## config.mk

```make
export PLATFORM = sky130hd
export DESIGN_NAME = ad_lvds_serializer
export DESIGN_NICKNAME = d
export VERILOG_FILES = /design/src/rtl/ad_lvds_serializer.sv
export SDC_FILE = /design/constraint.sdc
export NUM_CORES = 1
export LEC_CHECK = 0
export BUFFER_PORTS_ARGS = -buffer_cell sky130_fd_sc_hd__buf_2
export CELL_PAD_IN_SITES_DETAIL_PLACEMENT = 2
export CELL_PAD_IN_SITES_GLOBAL_PLACEMENT = 2
export CORE_MARGIN = 3
export CORE_UTILIZATION = 39
export CTS_BUF_LIST = sky130_fd_sc_hd__clkbuf_4
export DETAILED_ROUTE_END_ITERATION = 8
export PLACE_DENSITY_LB_ADDON = 0.15
export SLEW_MARGIN = 20
export SYNTH_ARGS = -nofsm -noshare
export SYNTH_HDL_FRONTEND = slang
export SYNTH_SLANG_ARGS = --single-unit
```

## constraint.sdc

```tcl
create_clock -name clk_ser -period 1.95 [get_ports clk_ser]
set_clock_uncertainty 0.15 [all_clocks]
set_input_delay 0.2925 -clock clk_ser [delete_from_list [all_inputs] [get_ports clk_ser]]
set_output_delay 0.2925 -clock clk_ser [all_outputs]
set_load 0.01 [all_outputs]
```

## src/rtl/ad_lvds_serializer.sv

```systemverilog
// Serial output stage: 2-entry sample buffer feeding LANE_NUM MSB-first lanes,
// with frame clock, word-start strobe and a training pattern when idle.
module ad_lvds_serializer #(
   parameter int                    DATA_WIDTH    = 14,
   parameter int                    LANE_NUM      = 2,
   parameter int                    SER_RATIO     = DATA_WIDTH / LANE_NUM,
   parameter logic [DATA_WIDTH-1:0] TRAIN_PATTERN = 14'h1A5A,
   parameter int                    TRAIN_WORDS   = 4
) (
   input  logic                  clk_ser,
   input  logic                  reset_ser,
   input  logic                  i_data_valid,
   input  logic [DATA_WIDTH-1:0] iv_data,
   output logic                  o_data_ready,
   output logic [LANE_NUM-1:0]   ov_lane,
   output logic                  o_fco,
   output logic                  o_word_start
);

   localparam int CNT_W = (SER_RATIO > 1) ? $clog2(SER_RATIO) : 1;
   localparam int TRN_W = $clog2(TRAIN_WORDS + 1);
   localparam logic [CNT_W-1:0] CNT_LAST = CNT_W'(SER_RATIO - 1);
   localparam logic [CNT_W-1:0] CNT_FCO  = CNT_W'((SER_RATIO + 1) / 2);
   localparam logic [CNT_W-1:0] CNT_ZERO = CNT_W'(0);
   localparam logic [CNT_W-1:0] CNT_ONE  = CNT_W'(1);
   localparam logic [TRN_W-1:0] TRN_DONE = TRN_W'(TRAIN_WORDS);
   localparam logic [TRN_W-1:0] TRN_ONE  = TRN_W'(1);
   localparam logic [0:0]       ST_WAIT  = 1'b0;
   localparam logic [0:0]       ST_RUN   = 1'b1;

   logic [CNT_W-1:0]      bit_cnt_r;
   logic                  primed_r;
   logic [0:0]            state_r;
   logic [TRN_W-1:0]      train_cnt_r;
   logic [DATA_WIDTH-1:0] mem_r [0:1];
   logic                  wr_ptr_r;
   logic                  rd_ptr_r;
   logic [1:0]            count_r;
   logic [DATA_WIDTH-1:0] shift_r;

   logic                  boundary_s;
   logic                  push_s;
   logic                  pop_s;
   logic [DATA_WIDTH-1:0] load_word_s;
   logic [DATA_WIDTH-1:0] shift_nxt_s;
   logic [CNT_W-1:0]      cnt_nxt_s;
   logic [LANE_NUM-1:0]   lane_nxt_s;
   logic [0:0]            state_nxt_s;
   logic [TRN_W-1:0]      train_nxt_s;

   assign o_data_ready = (state_r == ST_RUN) && (count_r != 2'd2);

   // The first cycle after reset release behaves as a word boundary.
   always_comb begin
      boundary_s = (bit_cnt_r == CNT_LAST) || !primed_r;
      push_s     = i_data_valid && o_data_ready;
      pop_s      = boundary_s && (state_r == ST_RUN) && (count_r != 2'd0);
   end

   // Next shift content: load at a boundary, else shift each lane slice left.
   always_comb begin
      shift_nxt_s = shift_r;
      cnt_nxt_s   = bit_cnt_r;
      lane_nxt_s  = {LANE_NUM{1'b0}};
      load_word_s = TRAIN_PATTERN;
      if (boundary_s) begin
         if (pop_s) begin
            load_word_s = mem_r[rd_ptr_r];
         end else begin
            load_word_s = TRAIN_PATTERN;
         end
         shift_nxt_s = load_word_s;
         cnt_nxt_s   = CNT_ZERO;
      end else begin
         for (int k = 0; k < LANE_NUM; k++) begin
            shift_nxt_s[k*SER_RATIO +: SER_RATIO] = {shift_r[k*SER_RATIO +: SER_RATIO-1], 1'b0};
         end
         cnt_nxt_s = bit_cnt_r + CNT_ONE;
      end
      for (int k = 0; k < LANE_NUM; k++) begin
         lane_nxt_s[k] = shift_nxt_s[k*SER_RATIO + SER_RATIO - 1];
      end
   end

   // Training sequencer: count loaded words in WAIT, then enter RUN for good.
   always_comb begin
      state_nxt_s = state_r;
      train_nxt_s = train_cnt_r;
      if (boundary_s) begin
         case (state_r)
            ST_WAIT: begin
               if (train_cnt_r == TRN_DONE) begin
                  state_nxt_s = ST_RUN;
               end else begin
                  train_nxt_s = train_cnt_r + TRN_ONE;
               end
            end
            ST_RUN:  state_nxt_s = ST_RUN;
            default: state_nxt_s = ST_WAIT;
         endcase
      end else begin
         state_nxt_s = state_r;
      end
   end

   // Framing counters, state and shift register.
   always_ff @(posedge clk_ser or posedge reset_ser) begin
      if (reset_ser) begin
         bit_cnt_r   <= CNT_ZERO;
         primed_r    <= 1'b0;
         state_r     <= ST_WAIT;
         train_cnt_r <= {TRN_W{1'b0}};
         shift_r     <= {DATA_WIDTH{1'b0}};
      end else begin
         bit_cnt_r   <= cnt_nxt_s;
         primed_r    <= 1'b1;
         state_r     <= state_nxt_s;
         train_cnt_r <= train_nxt_s;
         shift_r     <= shift_nxt_s;
      end
   end

   // Two-entry FIFO; a same-cycle push and pop keep the count.
   always_ff @(posedge clk_ser or posedge reset_ser) begin
      if (reset_ser) begin
         mem_r[0] <= {DATA_WIDTH{1'b0}};
         mem_r[1] <= {DATA_WIDTH{1'b0}};
         wr_ptr_r <= 1'b0;
         rd_ptr_r <= 1'b0;
         count_r  <= 2'd0;
      end else begin
         if (push_s) begin
            mem_r[wr_ptr_r] <= iv_data;
            wr_ptr_r        <= ~wr_ptr_r;
         end
         if (pop_s) begin
            rd_ptr_r <= ~rd_ptr_r;
         end
         case ({push_s, pop_s})
            2'b10:   count_r <= count_r + 2'd1;
            2'b01:   count_r <= count_r - 2'd1;
            default: count_r <= count_r;
         endcase
      end
   end

   // Registered serial outputs, aligned with the bit counter they reflect.
   always_ff @(posedge clk_ser or posedge reset_ser) begin
      if (reset_ser) begin
         ov_lane      <= {LANE_NUM{1'b0}};
         o_fco        <= 1'b0;
         o_word_start <= 1'b0;
      end else begin
         ov_lane      <= lane_nxt_s;
         o_fco        <= (cnt_nxt_s < CNT_FCO);
         o_word_start <= (cnt_nxt_s == CNT_ZERO);
      end
   end

endmodule

```

==> flow_metrics.py, run 1 <==
metrics = {
    "outcome": {
        "status": "complete, no violations",
    },
    "synth": {
        "synth_compound_area_share_pct": 4.72,
        "synth_flop_cell": "dfrtp_1",
        "yosys.area.top_type": "dfrtp_1",
        "ys.warnings.count": 0,
        "synth_cells": 174,
        "synth-edff-count": 0,
        "syn_area_sq_mm": 0.00238,
        "yosysSeqAreaShare_pct": 58.8,
        "synth_top_family_by_area": "multiplexers",
        "synth_area_leaders": "dfrtp_1 (59%), mux2_2 (9.0%), mux2_4 (6.3%), mux2i_1 (5.9%), ha_1 (2.6%)",
        "avgSynthCellArea_sq_um": 13.7,
        "synthAdderAreaFrac_pct": 2.62,
        "ys_ff_latch": 56,
        "synth_common_cells": "dfrtp_1 (56), mux2_2 (19), mux2i_1 (14), nor2_1 (12), mux2_4 (10)",
        "synth_top_area_share_pct": 58.8,
        "synth_fp_nets": 196,
        "async_flop_share_pct": 100,
        "synthMuxAreaShare_pct": 21.1,
        "yosys.area_share.simple_pct": 6.35,
        "synth.most_common_cell": "dfrtp_1",
        "post_synth_num_cell_types": 30,
        "synth_xor_xnor_area_share_pct": 2.57,
    },
    "clock_tree": {
        "cts.sinks": 56,
        "insertion_delay_ns": 0.38,
        "cts_tree": "built",
        "htree_levels": 2,
        "clockBufferDepth": 2,
        "clk_pin_slew_ns": 0.16,
        "cts_buffers": 5,
        "root_buffer": "clkbuf_4",
    },
    "global_route": {
        "grt_max_degree": 57,
        "overflow": 0,
        "antenna_found_initial": 0,
        "grtUsageTotal_pct": 16.2,
        "first_global_vias": 1806,
        "grt_pass1_wl_um": 8940,
    },
    "hold_path": {
        "hold_depth": 2,
        "min_from": "iv_data[2]",
        "hold_path_end": "mem_r[16]",
        "holdCritPathClass": "in2reg",
    },
    "cells_and_area": {
        "insertedDiodeCount": 0,
        "stdcell_count": 291,
        "syn_to_final_growth_pct": 19.0,
        "final_nets": 240,
        "fillCellCount": 559,
        "drive_gt1_share_pct": 36.1,
    },
    "sta": {
        "min_period_ns": 1.88,
        "fin_crit_sh_pct": 96.5,
        "setup_viol": 0,
        "fmax_mhz": 531,
        "hold_viol": 0,
        "setup_ws_ns": 0.0682,
        "drv_slew": 0,
        "whs_ns": 0.0240,
        "setup_tns_ns": 0,
    },
    "detailed_routing": {
        "drc": 0,
        "wl_met3_um": 150,
        "routed.top_layer": "met4",
        "first_pass_iters": 4,
        "routed_wl_um": 5130,
        "via_per_inst": 5.00,
        "wire_per_inst_um": 17.6,
        "vias": 1455,
        "ant_nets": 0,
        "drt-met1-wl_um": 2110,
        "drt_iter0_drc": 66,
        "wl_met2_um": 2780,
    },
    "die": {
        "dieArea_sq_mm": 0.00709,
        "rows": 27,
        "core_sq_mm": 0.00571,
        "start_util_pct": 41.8,
        "die_w_um": 84.2,
        "boundaryPins": 22,
        "die-height_um": 84.2,
    },
    "placed_design": {
        "dp_cells": 267,
        "gp_congestion": 0.655,
        "pre_cts_slack_ns": -0.0410,
        "port_buffers": 21,
        "hpwl_um": 3500,
    },
    "worst_setup_path": {
        "cpMaxStageDelayCell": "dfrtp_1",
        "critPathLaunchType": "flip-flop",
        "regToRegSetupSlack_ns": 0.07,
        "path_max_fanout": 13,
        "r2r_cells": 6,
        "end_kind": "flip-flop",
        "worst_r2r_startpoint": "bit_cnt_r[1]",
        "worstSetupPathType": "reg2reg",
        "cp.required_ns": 2.09,
        "path_common_cell": "buf_4",
        "timing.rr.end": "train_cnt_r[1]",
        "crit_arrival_ns": 2.02,
        "crit_buf_inv": 2,
        "path_cells": "ha_2 > a21bo_4 > buf_4 > buf_4 > nand2_1 > mux2_2",
        "worst_path_dominant_cell_family": "flip-flops",
        "slowest_delay_ns": 0.44,
    },
    "job": {
        "max_cap_viol_count": 0,
    },
    "pwr": {
        "ir_worst_vdd_v": 0.000588,
        "p_per_area_mw_per_mm2": 1480,
        "finalPower_mw": 4.20,
        "total_leakage_power_nw": 1.33,
    },
}
per-stage QoR:
step	area (sq um)	utilization (%)
2_1_floorplan	2390	-
3_5_place_dp	2600	45.6
4_1_cts	2810	49.2
6_report	2840	49.7
5_1_grt	2840	49.7
3_3_place_gp	2600	45.6
worst max-delay path by stage:
stage | from | to | slack, ns | cells after the start
after floorplan | bit_cnt_r[0] | count_r[1] | 0.04 | 9
after global placement | bit_cnt_r[0] | count_r[1] | 0.18 | 8
after detailed placement | bit_cnt_r[0] | count_r[1] | -0.04 | 9
after CTS | bit_cnt_r[0] | count_r[1] | 0.06 | 9
after global routing | bit_cnt_r[0] | count_r[1] | -0.02 | 9
final | bit_cnt_r[1] | train_cnt_r[1] | 0.07 | 6
placed cells by master, fill, tap and decap left out, types with 2 or more instances in the layout:
master,synthesis,layout
dfrtp_1,56,56
mux2_2,19,19
nor2b_1,2,2
nor2_1,12,11
dlygate4sd3_1,0,14
xnor2_1,5,5
o21ai_0,7,6
clkbuf_4,0,5
nand2_1,8,8
xor2_1,2,2
inv_1,5,4
mux2i_1,14,14
ha_1,5,3
clkinv_2,0,2
buf_4,2,8
mux2_4,10,10
a21oi_1,9,9
nand2b_4,1,2
ha_2,0,2
buf_12,1,2
buf_2,3,21
repair_timing:
| item | 4_1_cts | 5_1_grt |
|---|---|---|
| pin swaps | 0 | 2 |
| endpoints found under the setup margin | 1 | 1 |
| buffers inserted | 1 | 1 |
| resized for setup | 1 | 5 |
| hold buffers | 13 | 1 |
| hold endpoints to repair | 80 | 2 |
flip-flops by register name (all words and copies together), names as in the netlist:
signal / flops
mem_r: 28
shift_r: 12
bit_cnt_r: 3
train_cnt_r: 3
count_r: 2
ov_lane: 2
o_fco: 1
o_word_start: 1
primed_r: 1
rd_ptr_r: 1
state_r: 1
wr_ptr_r: 1
layout make-up:
| class | instances | area, sq um | share of cell area [%] |
|---|---|---|---|
| Clock buffer | 5 | 37.5 | 1.32 |
| Tap cell | 72 | 90.1 | 3.17 |
| Sequential cell | 56 | 1400 | 49.4 |
| Inverter | 6 | 23.8 | 0.838 |
| Multi-Input combinational cell | 104 | 917 | 32.3 |
| Timing Repair Buffer | 45 | 345 | 12.2 |
| Clock inverter | 3 | 22.5 | 0.794 |
power by group:
part / switching, mW / total (mW) / internal (mW)
clock network: 0.382 / 0.529 / 0.147
logic: 0.730 / 1.67 / 0.940
registers: 0.307 / 2.00 / 1.69
total: 1.42 / 4.20 / 2.78
layer usage:
metal | vias to the layer above | global-route usage [%]
met1 | 750 | 18.8
met3 | 7 | 3.34
met4 | 0 | 5.12
met5 | - | 0
met2 | 21 | 29.6
li1 | 677 | -
logic make-up after synthesis:
logic type | after synthesis
multiplexers | 43
AND/OR/NAND/NOR | 28
XOR/XNOR | 7
other | 1
buffers and inverters | 14
AO/OA/AOI/OAI | 20
adder cells (fa/ha/maj) | 5
flip-flops | 56
No activity file was read; power rests on OpenSTA's default activity.
==> inputs of run 2 (changes only) <==
Settings changed: CORE_UTILIZATION 39 to 43.
Clock period 1.95 ns to 2 ns, I/O delays scaled along.
==> run 2 against run 1 <==
  * Cell area decreased by 0.62%
  * Largest power group unchanged
  * Sequential power about the same
  * Sequential share of layout area up 0.31 points
  * Sequential cell count unchanged
  * Critical path type unchanged
  * Register-to-register slack better by 0.04 ns
  * Via count increased by 0.48%
  * Critical endpoint is now count_r[1]
  * Die area decreased by 8.7%
  * First-iteration DRC count shrank 27%
  * Power down 3.4%
==> flow_metrics.py, run 2 (synthesis results as in run 1) <==
metrics = {
    "outcome": {
        "status": "complete, no violations",
    },
    "global_route": {
        "grt_pass1_wl_um": 8400,
        "antenna_found_initial": 0,
        "grtUsageTotal_pct": 17.7,
        "grt_use_met1_pct": 20.4,
        "overflow": 0,
        "grt_max_degree": 57,
        "first_global_vias": 1721,
        "busiest_layer": "met2",
        "grtUsageMet2_pct": 31.5,
        "met3_usage_pct": 4.37,
    },
    "pwr": {
        "ir_worst_vdd_v": 0.000638,
        "total_leakage_power_nw": 1.33,
        "p_per_area_mw_per_mm2": 1440,
    },
    "detailed_routing": {
        "ant_nets": 0,
        "routed_wl_um": 5140,
        "drc": 0,
        "via_per_inst": 5.04,
        "drt_iter0_drc": 48,
        "wire_per_inst_um": 17.7,
        "first_pass_iters": 3,
        "vias": 1462,
    },
    "placed_design": {
        "gp_congestion": 0.742,
        "postPlaceCellArea_sq_mm": 0.00259,
        "port_buffers": 21,
        "hpwl_um": 3350,
    },
    "die": {
        "rows": 26,
        "dieArea_sq_mm": 0.00648,
        "core_sq_mm": 0.00524,
        "die_w_um": 80.5,
        "die-height_um": 80.5,
        "boundaryPins": 22,
        "start_util_pct": 45.5,
    },
    "worst_setup_path": {
        "critPathLaunchType": "flip-flop",
        "worstSetupPathType": "reg2reg",
        "path_max_fanout": 3,
        "path_common_cell": "ha_1",
        "cpMaxStageDelayCell": "dfrtp_1",
        "end_kind": "flip-flop",
        "slowest_delay_ns": 0.40,
        "r2r_cells": 8,
        "path_cells": "inv_1 > ha_1 > a21bo_2 > nand2b_4 > clkinv_2 > ha_1 > nor2_1 > xor2_1",
        "crit_arrival_ns": 2.07,
        "cp.required_ns": 2.17,
    },
    "cells_and_area": {
        "final_nets": 241,
        "largest_reg_flops": 28,
        "final_common_cell": "dfrtp_1",
        "fin_area_sq_mm": 0.00282,
        "drive_gt1_share_pct": 34.5,
        "largestRegisters": "mem_r (28), shift_r (12)",
        "insertedDiodeCount": 0,
        "syn_to_final_growth_pct": 18.3,
        "fillCellCount": 508,
        "final_cell_mix": "dfrtp_1 (56), buf_2 (21), mux2_2 (19), dlygate4sd3_1 (15), mux2i_1 (14)",
        "top_register": "mem_r",
    },
    "clock_tree": {
        "root_buffer": "clkbuf_4",
        "cts_buffers": 5,
        "htree_levels": 2,
        "clockBufferDepth": 2,
        "clk_pin_slew_ns": 0.16,
        "cts.sinks": 56,
        "insertion_delay_ns": 0.39,
        "cts_tree": "built",
    },
    "job": {
        "max_cap_viol_count": 0,
    },
    "sta": {
        "hold_viol": 0,
        "drv_slew": 0,
        "fin_crit_sh_pct": 94.8,
        "setup_viol": 0,
        "setup_tns_ns": 0,
        "min_period_ns": 1.90,
        "rsz0062_at_grt": "false",
        "fmax_mhz": 528,
    },
    "hold_path": {
        "hold_depth": 3,
        "holdCritPathClass": "in2reg",
    },
}
## run 2: critical path: cells and delay by family (launching register included)
kind / cells / cell delay, ns
flip-flops: 1 / 0.40
AND/OR/NAND/NOR: 2 / 0.25
buffers and inverters: 2 / 0.11
XOR/XNOR: 1 / 0.16
adder cells (fa/ha/maj): 2 / 0.51
AO/OA/AOI/OAI: 1 / 0.23
## run 2: cell type report
cell class                      instances  area, sq um  area share [%]
Inverter                                6         23.8           0.843
Tap cell                               70         87.6            3.11
Clock buffer                            7         52.6            1.86
Clock inverter                          1         8.76           0.311
Timing Repair Buffer                   46          343            12.2
Sequential cell                        56         1400            49.7
Multi-Input combinational cell        104          903            32.0
## run 2: worst paths after layout
path / startpoint / to / slack [ns]
max: bit_cnt_r[0] / count_r[1] / 0.10
min: i_data_valid / wr_ptr_r / 0.15
max reg2reg: bit_cnt_r[0] / count_r[1] / 0.10
min reg2reg: bit_cnt_r[0] / bit_cnt_r[0] / 0.33
max in group asynchronous: reset_ser / mem_r[8] / 1.10
min in group asynchronous: reset_ser / o_fco / 0.34
## run 2: layer usage
metal,part of all wire [%],vias to the layer above
li1,-,680
met1,41,754
met2,55,22
met3,3.0,6
met4,1.4,0
met5,0,-
## run 2: what timing repair did
item,in CTS,in global routing
hold buffers,14,1
hold endpoints to repair,81,2
setup endpoints to repair,0,1
resized for setup,0,1
setup buffers,0,1
## run 2: power by group
group / switching (mW) / internal [mW] / total [mW]
clock: 0.356 / 0.169 / 0.525
combinational: 0.666 / 0.884 / 1.55
sequential: 0.331 / 1.65 / 1.98
total: 1.35 / 2.70 / 4.05
## run 2: through the flow
step | power (mW) | hold WS [ns] | std cells | setup WS (ns) | utilization (%)
after CTS | 4.08 | 0.000506 | 288 | 0.0164 | 53.4
final | 4.05 | 0.146 | 290 | 0.105 | 53.8
after global routing | 4.37 | 0.148 | 290 | 0.00177 | 53.8
after global placement | 3.38 | 0.218 | 266 | 0.230 | 49.5
after detailed placement | 3.52 | 0.232 | 266 | 0.0763 | 49.5
after floorplan | 3.13 | 0.276 | 174 | 0.0484 | -
